--- config.mk ---
export PLATFORM = sky130hd
export DESIGN_NAME = riscv_seq_ctrl_flat
export DESIGN_NICKNAME = d
export VERILOG_FILES = /design/src/rtl/riscv_seq_ctrl_if.sv /design/src/rtl/riscv_seq_ctrl.sv /design/src/flat_wrapper.sv
export SDC_FILE = /design/constraint.sdc
export NUM_CORES = 1
export LEC_CHECK = 0
export BUFFER_PORTS_ARGS = -buffer_cell sky130_fd_sc_hd__buf_2
export CAP_MARGIN = 30
export CORE_AREA = 2 2 114 88
export DETAILED_ROUTE_END_ITERATION = 8
export DIE_AREA = 0 0 116 90
export HOLD_SLACK_MARGIN = 0.15
export PLACE_DENSITY = 0.75
export SLEW_MARGIN = 20
export SYNTH_ARGS = -nofsm -noshare
export SYNTH_HDL_FRONTEND = slang
export SYNTH_SLANG_ARGS = --single-unit
--- constraint.sdc ---
create_clock -name clk -period 4.2 [get_ports clk]
set_input_delay 1.05 -clock clk [delete_from_list [all_inputs] [get_ports clk]]
set_output_delay 1.05 -clock clk [all_outputs]
set_load 0.03 [all_outputs]
--- src/rtl/riscv_seq_ctrl_if.sv ---
// Memory bus between the sequencer and instruction/data memory.
// master (sequencer): drives mem_req, mem_we, mem_is_fetch; samples mem_ready.
// slave  (memory)   : samples the request; drives mem_ready.
// The access address is the sequencer's o_pc.
interface riscv_seq_ctrl_if;
    logic mem_req;       // access request
    logic mem_we;        // store (valid with mem_req)
    logic mem_is_fetch;  // request is an instruction fetch
    logic mem_ready;     // memory completes the access this cycle

    modport master (output mem_req, output mem_we, output mem_is_fetch, input mem_ready);
    modport slave  (input mem_req, input mem_we, input mem_is_fetch, output mem_ready);
endinterface

--- src/rtl/riscv_seq_ctrl.sv ---
// Multi-cycle RV32I sequencer: owns the PC, walks each instruction through
// FETCH/DECODE/EXEC/MEM/WB, resolves next-PC, halts on system/faults and
// counts retired instructions.
// Ports:
//   clk, rst_n       clock (rising), async active-low reset
//   i_run            allow a new fetch to start
//   i_opcode         IR opcode field
//   i_branch_taken   comparator result for current branch
//   i_target         branch/jump target from datapath
//   mem              memory bus (master side)
//   o_pc             current instruction address
//   o_ir_load        latch instruction word into IR
//   o_reg_write      register file write strobe
//   o_retire         1-cycle pulse per completed instruction
//   o_instret        retired-instruction count
//   o_state          FETCH=0 DECODE=1 EXEC=2 MEM=3 WB=4 HALT=5
//   o_halted         state==HALT
//   o_fault          0 none/system, 1 illegal, 2 misaligned, 3 mem timeout
module riscv_seq_ctrl #(
    parameter logic [31:0] RESET_PC  = 32'h0000_0000,
    parameter int          CNT_W     = 32,
    parameter int          TIMEOUT_W = 8
) (
    input  logic                 clk,
    input  logic                 rst_n,
    input  logic                 i_run,
    input  logic [6:0]           i_opcode,
    input  logic                 i_branch_taken,
    input  logic [31:0]          i_target,
    riscv_seq_ctrl_if.master     mem,
    output logic [31:0]          o_pc,
    output logic                 o_ir_load,
    output logic                 o_reg_write,
    output logic                 o_retire,
    output logic [CNT_W-1:0]     o_instret,
    output logic [2:0]           o_state,
    output logic                 o_halted,
    output logic [1:0]           o_fault
);
    typedef enum logic [2:0] {
        S_FETCH = 3'd0, S_DECODE = 3'd1, S_EXEC = 3'd2,
        S_MEM   = 3'd3, S_WB     = 3'd4, S_HALT = 3'd5
    } state_t;

    state_t               r_state;
    logic [31:0]          r_pc;
    logic [CNT_W-1:0]     r_instret;
    logic [1:0]           r_fault;
    logic [TIMEOUT_W-1:0] r_tmo;

    logic w_load, w_store, w_branch, w_jal, w_jalr, w_fence, w_system, w_legal;
    logic w_fire, w_stall, w_tmo_hit, w_br_misal, w_wb_misal;
    logic [31:0]          w_pc4, w_wb_next;
    logic [TIMEOUT_W-1:0] w_tmo_inc;

    assign w_load   = (i_opcode == 7'b0000011);
    assign w_store  = (i_opcode == 7'b0100011);
    assign w_branch = (i_opcode == 7'b1100011);
    assign w_jal    = (i_opcode == 7'b1101111);
    assign w_jalr   = (i_opcode == 7'b1100111);
    assign w_fence  = (i_opcode == 7'b0001111);
    assign w_system = (i_opcode == 7'b1110011);
    assign w_legal  = w_load | w_store | w_branch | w_jal | w_jalr | w_fence | w_system |
                      (i_opcode == 7'b0110011) | (i_opcode == 7'b0010011) |
                      (i_opcode == 7'b0110111) | (i_opcode == 7'b0010111);

    // Strobes are gated by rst_n so nothing leaks out while reset is held.
    assign mem.mem_req      = rst_n & (((r_state == S_FETCH) & i_run) | (r_state == S_MEM));
    assign mem.mem_we       = rst_n & (r_state == S_MEM) & w_store;
    assign mem.mem_is_fetch = (r_state == S_FETCH);

    assign w_fire    = mem.mem_req & mem.mem_ready;
    assign w_stall   = mem.mem_req & ~mem.mem_ready;
    assign w_tmo_inc = r_tmo + 1'b1;
    assign w_tmo_hit = (w_tmo_inc == {TIMEOUT_W{1'b1}});

    assign w_pc4      = r_pc + 32'd4;
    // jalr clears bit0; misalignment is judged on bit1 of the resulting PC.
    assign w_wb_next  = w_jal ? i_target : w_jalr ? {i_target[31:1], 1'b0} : w_pc4;
    assign w_br_misal = w_branch & i_branch_taken & i_target[1];
    assign w_wb_misal = (w_jal | w_jalr) & i_target[1];

    assign o_ir_load   = rst_n & (r_state == S_FETCH) & w_fire;
    assign o_reg_write = rst_n & (r_state == S_WB) & ~w_wb_misal;
    assign o_retire    = rst_n & (((r_state == S_EXEC) & (w_fence | (w_branch & ~w_br_misal))) |
                                  ((r_state == S_MEM) & w_fire & w_store) |
                                  ((r_state == S_WB) & ~w_wb_misal));

    assign o_pc      = r_pc;
    assign o_instret = r_instret;
    assign o_state   = r_state;
    assign o_halted  = (r_state == S_HALT);
    assign o_fault   = r_fault;

    always_ff @(posedge clk or negedge rst_n) begin
        if (!rst_n) begin
            r_state   <= S_FETCH;
            r_pc      <= RESET_PC;
            r_instret <= '0;
            r_fault   <= 2'd0;
            r_tmo     <= '0;
        end else begin
            if (o_retire) r_instret <= r_instret + {{(CNT_W-1){1'b0}}, 1'b1};
            case (r_state)
                S_FETCH: begin
                    if (w_fire) r_state <= S_DECODE;
                    else if (w_stall) begin
                        // A ready in the limit cycle completes instead of timing out.
                        if (w_tmo_hit) begin r_state <= S_HALT; r_fault <= 2'd3; end
                        else r_tmo <= w_tmo_inc;
                    end
                end
                S_DECODE: begin
                    if (!w_legal)     begin r_state <= S_HALT; r_fault <= 2'd1; end
                    else if (w_system) r_state <= S_HALT;
                    else               r_state <= S_EXEC;
                end
                S_EXEC: begin
                    if (w_load | w_store) begin
                        r_state <= S_MEM;
                        r_tmo   <= '0;
                    end else if (w_branch) begin
                        if (w_br_misal) begin r_state <= S_HALT; r_fault <= 2'd2; end
                        else begin
                            r_pc    <= i_branch_taken ? i_target : w_pc4;
                            r_state <= S_FETCH;
                            r_tmo   <= '0;
                        end
                    end else if (w_fence) begin
                        r_pc    <= w_pc4;
                        r_state <= S_FETCH;
                        r_tmo   <= '0;
                    end else r_state <= S_WB;
                end
                S_MEM: begin
                    if (w_fire) begin
                        if (w_store) begin
                            r_pc    <= w_pc4;
                            r_state <= S_FETCH;
                            r_tmo   <= '0;
                        end else r_state <= S_WB;
                    end else if (w_stall) begin
                        if (w_tmo_hit) begin r_state <= S_HALT; r_fault <= 2'd3; end
                        else r_tmo <= w_tmo_inc;
                    end
                end
                S_WB: begin
                    if (w_wb_misal) begin r_state <= S_HALT; r_fault <= 2'd2; end
                    else begin
                        r_pc    <= w_wb_next;
                        r_state <= S_FETCH;
                        r_tmo   <= '0;
                    end
                end
                S_HALT:  r_state <= S_HALT;
                default: r_state <= S_HALT;
            endcase
        end
    end
endmodule
--- src/flat_wrapper.sv ---
// flat-port wrapper written by rule: the top's interface ports become plain ports
module riscv_seq_ctrl_flat 
#(
    parameter logic [31:0] RESET_PC  = 32'h0000_0000,
    parameter int          CNT_W     = 32,
    parameter int          TIMEOUT_W = 8
)
  (clk, rst_n, i_run, i_opcode, i_branch_taken, i_target, o_pc, o_ir_load, o_reg_write, o_retire, o_instret, o_state, o_halted, o_fault, mem_mem_req, mem_mem_we, mem_mem_is_fetch, mem_mem_ready);
  riscv_seq_ctrl_if mem_i ();
  input  logic clk;
  input  logic rst_n;
  input  logic i_run;
  input  logic [6:0] i_opcode;
  input  logic i_branch_taken;
  input  logic [31:0] i_target;
  output logic [31:0] o_pc;
  output logic o_ir_load;
  output logic o_reg_write;
  output logic o_retire;
  output logic [CNT_W-1:0] o_instret;
  output logic [2:0] o_state;
  output logic o_halted;
  output logic [1:0] o_fault;
  output wire logic [$bits(mem_i.mem_req)-1:0] mem_mem_req;
  output wire logic [$bits(mem_i.mem_we)-1:0] mem_mem_we;
  output wire logic [$bits(mem_i.mem_is_fetch)-1:0] mem_mem_is_fetch;
  input wire logic [$bits(mem_i.mem_ready)-1:0] mem_mem_ready;
  assign mem_mem_req = mem_i.mem_req;
  assign mem_mem_we = mem_i.mem_we;
  assign mem_mem_is_fetch = mem_i.mem_is_fetch;
  assign mem_i.mem_ready = mem_mem_ready;
  riscv_seq_ctrl #(.RESET_PC(RESET_PC), .CNT_W(CNT_W), .TIMEOUT_W(TIMEOUT_W)) u_core (.clk(clk), .rst_n(rst_n), .i_run(i_run), .i_opcode(i_opcode), .i_branch_taken(i_branch_taken), .i_target(i_target), .mem(mem_i), .o_pc(o_pc), .o_ir_load(o_ir_load), .o_reg_write(o_reg_write), .o_retire(o_retire), .o_instret(o_instret), .o_state(o_state), .o_halted(o_halted), .o_fault(o_fault));
endmodule
Yosys cells after proc, flatten, opt, wreduce, memory -nomap -nowiden
Cells that the tools add are included.
{ "totals": {"input_bits": 44, "wordCells": 131, "reg_bits": 77} }
{ "classes": {"muxes": 44, "reduce_logical": 8, "bitwise_logic": 37, "addsub": 3, "eq_ne": 34} }
{ "op_table": {"columns": ["operator", "n"], "rows": [
  ["2-to-1 mux 32 bit", 10],
  ["case mux 32 bit (3 select lines)", 1],
  ["2-to-1 mux 8 bit", 10],
  ["2-to-1 mux 3 bit", 12],
  ["adder 32 x 1 -> 32 bit, second input constant", 1],
  ["adder 32 x 3 -> 32 bit, second input constant", 1],
  ["case mux 8 bit (4 select lines)", 1],
  ["== test 7 bit, second input constant", 4],
  ["== test 7 x 6 -> 1 bit, second input constant", 3],
  ["AND 1 bit", 19],
  ["2-to-1 mux 2 bit", 8],
  ["OR 1 bit", 15],
  ["case mux 3 bit (5 select lines)", 1],
  ["== test 7 x 5 -> 1 bit, second input constant", 2],
  ["!= test 2 x 1 -> 1 bit, second input constant", 7],
  ["!= test 2 bit, second input constant", 5],
  ["AND reduction 9 bit", 1],
  ["adder 8 x 1 -> 8 bit, second input constant", 1],
  ["== test 8 bit, second input constant", 1],
  ["case mux 2 bit (4 select lines)", 1],
  ["nonzero test 4 bit", 2],
  ["== test 7 x 2 -> 1 bit, second input constant", 1],
  ["== test 7 x 4 -> 1 bit, second input constant", 1],
  ["AND reduction 7 bit", 1],
  ["other kinds (13)", 17]
]} }

Logic depth before layout (Yosys ltp)
{ "depth": {"ltp_word": 13, "depth_mapped": 10, "mapped_depth_nobuf": 8} }

Worst setup path before layout
Ideal clock, no wire load.
{ "synth_path": {"path_kind": "input-to-output", "startpoint": "input port i_opcode[3]", "endpoint": "output port o_retire", "path_stages": 7, "path_slack_ns": 0.751, "path_buffers": 3, "t_arrival_ns": 2.399, "cell_sequence": "buf_2 nor3b_1 nand4_1 a41o_1 and2_1 buf_6 buf_6"} }
{ "synth_between": {"elab_chain_len": 10, "word_cells_on_any_way": 19} }
{ "synth_rtl": {"columns": ["item", "line_no", "text"], "rows": [
  ["start: declaration", "flat_wrapper.sv:13", "input logic [6:0] i_opcode;"],
  ["== test 7 bit", "riscv_seq_ctrl.sv:58", "assign w_branch = (i_opcode == 7'b1100011);"],
  ["AND 1 bit (2 in series)", "riscv_seq_ctrl.sv:80", "assign w_br_misal = w_branch & i_branch_taken & i_target[1];"],
  ["NOT 1 bit", "riscv_seq_ctrl.sv:85", "assign o_retire = rst_n & (((r_state == S_EXEC) & (w_fence | (w_branch & ~w_br_misal))) |"],
  ["AND 1 bit", "riscv_seq_ctrl.sv:85", null],
  ["OR 1 bit", "riscv_seq_ctrl.sv:85", null],
  ["AND 1 bit", "riscv_seq_ctrl.sv:85", null],
  ["OR 1 bit", "riscv_seq_ctrl.sv:85", null],
  ["OR 1 bit (*)", "riscv_seq_ctrl.sv:86", "((r_state == S_MEM) & w_fire & w_store) |"],
  ["AND 1 bit (*)", "riscv_seq_ctrl.sv:85", null],
  ["end: declaration", "flat_wrapper.sv:19", "output logic o_retire;"]
]} }
Mark *: on every way between the ends. The rest lies on a longest branch, timed or not.

Worst setup path in the final report
{ "layout_path": {"startpoint": "input port i_opcode[4]", "endpoint": "output port o_retire"} }
The elaborated chain is that of the path after synthesis.

==> impl_metrics.tcl <==
set metrics [dict create \
    intPower_mw 1.70 \
    portBuffers 119 \
    diodes 0 \
    dpl.hpwl_um 8660 \
    finalSetupTns_ns 0 \
    first_iter_violations 306 \
    crit_path_frequent_cell "buf_2" \
    irDropWorstVdd_mv 0.407 \
    die_w_um 116 \
    ys_seq_area_share_pct 42.0 \
    clock_sinks 77 \
    power_leakage_nw 2.59 \
    post_drt_wl_per_cell_um 15.7 \
    cts_tree "yes" \
    syn_nets 575 \
    synth_edf_count 0 \
    finalNetCount 686 \
    ff2ff_path_depth 8 \
    cp.required_ns 3.15 \
    worstSetupStartpointType "input port" \
    worstHoldEndpoint "u_core.o_instret[31]$_DFFE_PN0P_" \
    synth_seq_cells 77 \
    max_slew_margin_pct 51.0 \
    postSynth.asyncResetShare_pct 100 \
    crit_path_end_kind "output pin" \
    yosysWarnings 0 \
    start_util_pct 48.9 \
    place.gp.congestion 0.860 \
    fp.dieH_um 90 \
    placedCellCount 759 \
    stdcell_count 774 \
    cts_resized 0 \
    synthTopCellsByCount "77 x dfrtp_1, 71 x a21oi_1, 52 x nand2_1" \
    drive_gt1_share_pct 25.2 \
    min_path_type "flop to flop" \
    grt_max_degree 51 \
    period_share_pct 88.1 \
    yosysTopAreaCellShare_pct 42.0 \
    core_area_um2 9390 \
    path_class "input port to output pin" \
    crit_path_max_incr_delay_ns 0.44 \
    synth-main-ff-cell "dfrtp_1" \
    syn-instance-count 527 \
    final-setup-viol-count 0 \
    min_period_ns 3.70 \
    pin_count 120 \
    clk_latency_ns 0.33 \
    synth.area.top_cells "dfrtp_1 42%, a21oi_1 7.7%, xnor2_1 5.7%" \
    combPwrFrac_pct 36.7 \
    first_global_vias 4131 \
    dp_slack_ns 0.512 \
    area_growth_pct 21.4 \
    p_switching_mw 1.27 \
    switching_share_pct 42.7 \
    drc_errors 0 \
    cp-startpoint "i_opcode[4]" \
    first_pass_iters 5 \
    root_buffer "clkbuf_16" \
    cp_cell_sequence "buf_2 -> and3b_1 -> nand4_1 -> o2bb2ai_2 -> a41o_1 -> and2_1 -> buf_2" \
    dieArea_um2 10400 \
    drv_slew 0 \
    synth_top_area_cell "dfrtp_1" \
    status "finished clean" \
    fin_skew_ns 0.00360 \
    synth.most_common_cell "dfrtp_1" \
    hold_depth 1 \
    mappedNetlistArea_um2 4590 \
    rrSetupSlack_ns 1.44 \
    power.total_mw 2.97 \
    postCtsSetupRepairBufs 0 \
    p_per_area_nw_per_um2 534 \
    worstReg2RegStart "u_core.o_state[2]$_DFF_PN0_" \
    cpLargestDelayFamily "simple AND/OR/NAND/NOR gates" \
    crit_slowest_cell "and3b_1" \
    cp.arrival_ns 2.65 \
    worst_slack_ns 0.499 \
    vias 4441 \
    grt_pass1_wl_um 20000 \
    cts_made_buffers 9 \
    routed_wirelength_um 12200 \
    syn_avg_cell_area_um2 8.70 \
    synth_cell_types 63 \
    path_max_fanout 10 \
    max_freq_mhz 270 \
    worstHoldStart "u_core.o_instret[31]$_DFFE_PN0P_" \
    r2r_end "u_core.o_pc[30]$_DFFE_PN0P_" \
    antenna_found_initial 0 \
    worst_slew_pin_slew_ns 0.732 \
    viasPerCell 5.74 \
    crit_buf_inv 2 \
    rows 31 \
    fillers 874 \
    grt_usage_pct 23.6 \
    overflow 0 \
    hold_violations 0 \
    cts-hold-fix-buffers 0 \
    htreeDepth 3 \
    clk_pin_slew_ns 0.06 \
    clockPowerShare_pct 26.6 \
    clockBufferDepth 2 \
    max_cap_viol_count 0 \
    sequentialPowerShare_pct 36.7 \
    rsz0062_at_grt "false" \
    ant_nets 0 \
]
how the worst max path moves through the flow:
stage,end,cells past startpoint
floorplan,o_retire,7
global placement,o_retire,7
detailed placement,o_retire,7
CTS,o_retire,7
global route,o_retire,7
finish,o_retire,7
through the flow:
step	hold slack (ns)	util (%)	area [um2]
2_1_floorplan	0.514	-	4590
3_3_place_gp	0.472	55.9	5250
3_5_place_dp	0.471	56.1	5270
4_1_cts	0.487	59.3	5570
5_1_grt	0.501	59.3	5570
6_report	0.484	59.3	5570
power by group through the flow:
| stage | Sequential, mW | Combinational [mW] | Clock [mW] |
|---|---|---|---|
| after floorplan | 1.27 | 0.587 | 0 |
| after global placement | 1.09 | 1.07 | 0 |
| after detailed placement | 1.10 | 1.09 | 0 |
| after CTS | 1.09 | 1.10 | 0.811 |
| after global routing | 1.12 | 1.19 | 0.839 |
| final | 1.09 | 1.09 | 0.791 |
cell families after synthesis:
group / Yosys count / synth area share [%]
DFF: 77 / 42.0
xor gates and xnor gates: 33 / 6.30
buffers and inverters: 41 / 4.50
muxes: 3 / 0.709
adders and majority gates: 4 / 1.09
AOI/OAI and AO/OA: 151 / 19.6
and+or+nand+nor: 218 / 25.8
cell type report:
cell class                      instances  area [um2]  area share (%)
Inverter                               14        52.6           0.944
Sequential cell                        77        1930            34.6
Timing Repair Buffer                  127         671            12.0
Multi-Input combinational cell        409        2450            44.1
Clock inverter                          5        60.1            1.08
Tap cell                              132         165            2.97
Clock buffer                           10         239            4.29
metal layers:
layer / vias to the layer above / part of all wire [%] / track usage, %
met5: - / 0 / 0
met4: 0 / 0.91 / 5.56
met3: 12 / 5.5 / 7.35
met2: 127 / 46 / 35.7
met1: 2151 / 47 / 33.3
li1: 2151 / - / -
cell usage in the layout (no fill, tap or decap), drive strengths merged, types with 3 or more instances in the layout:
| master | count |
|---|---|
| xor2 | 3 |
| nor3 | 12 |
| inv | 15 |
| or3 | 4 |
| ha | 4 |
| nand4 | 22 |
| o21ai | 38 |
| xnor2 | 30 |
| buf | 127 |
| nor4 | 3 |
| nor3b | 3 |
| and2 | 7 |
| nand2 | 52 |
| clkbuf | 10 |
| o31ai | 4 |
| o22ai | 12 |
| dfrtp | 77 |
| and3 | 20 |
| o21a | 3 |
| a2bb2oi | 3 |
| nor2 | 38 |
| and4 | 9 |
| a21oi | 71 |
| nand3 | 41 |
state kept, by name, indices dropped and copies added, names as in the netlist:
| signal | flops |
|---|---|
| u_core.o_pc | 32 |
| u_core.r_tmo | 8 |
| u_core.o_instret | 32 |
| u_core.o_state | 3 |
| u_core.o_fault | 2 |
No activity file was read; power rests on OpenSTA's default activity.
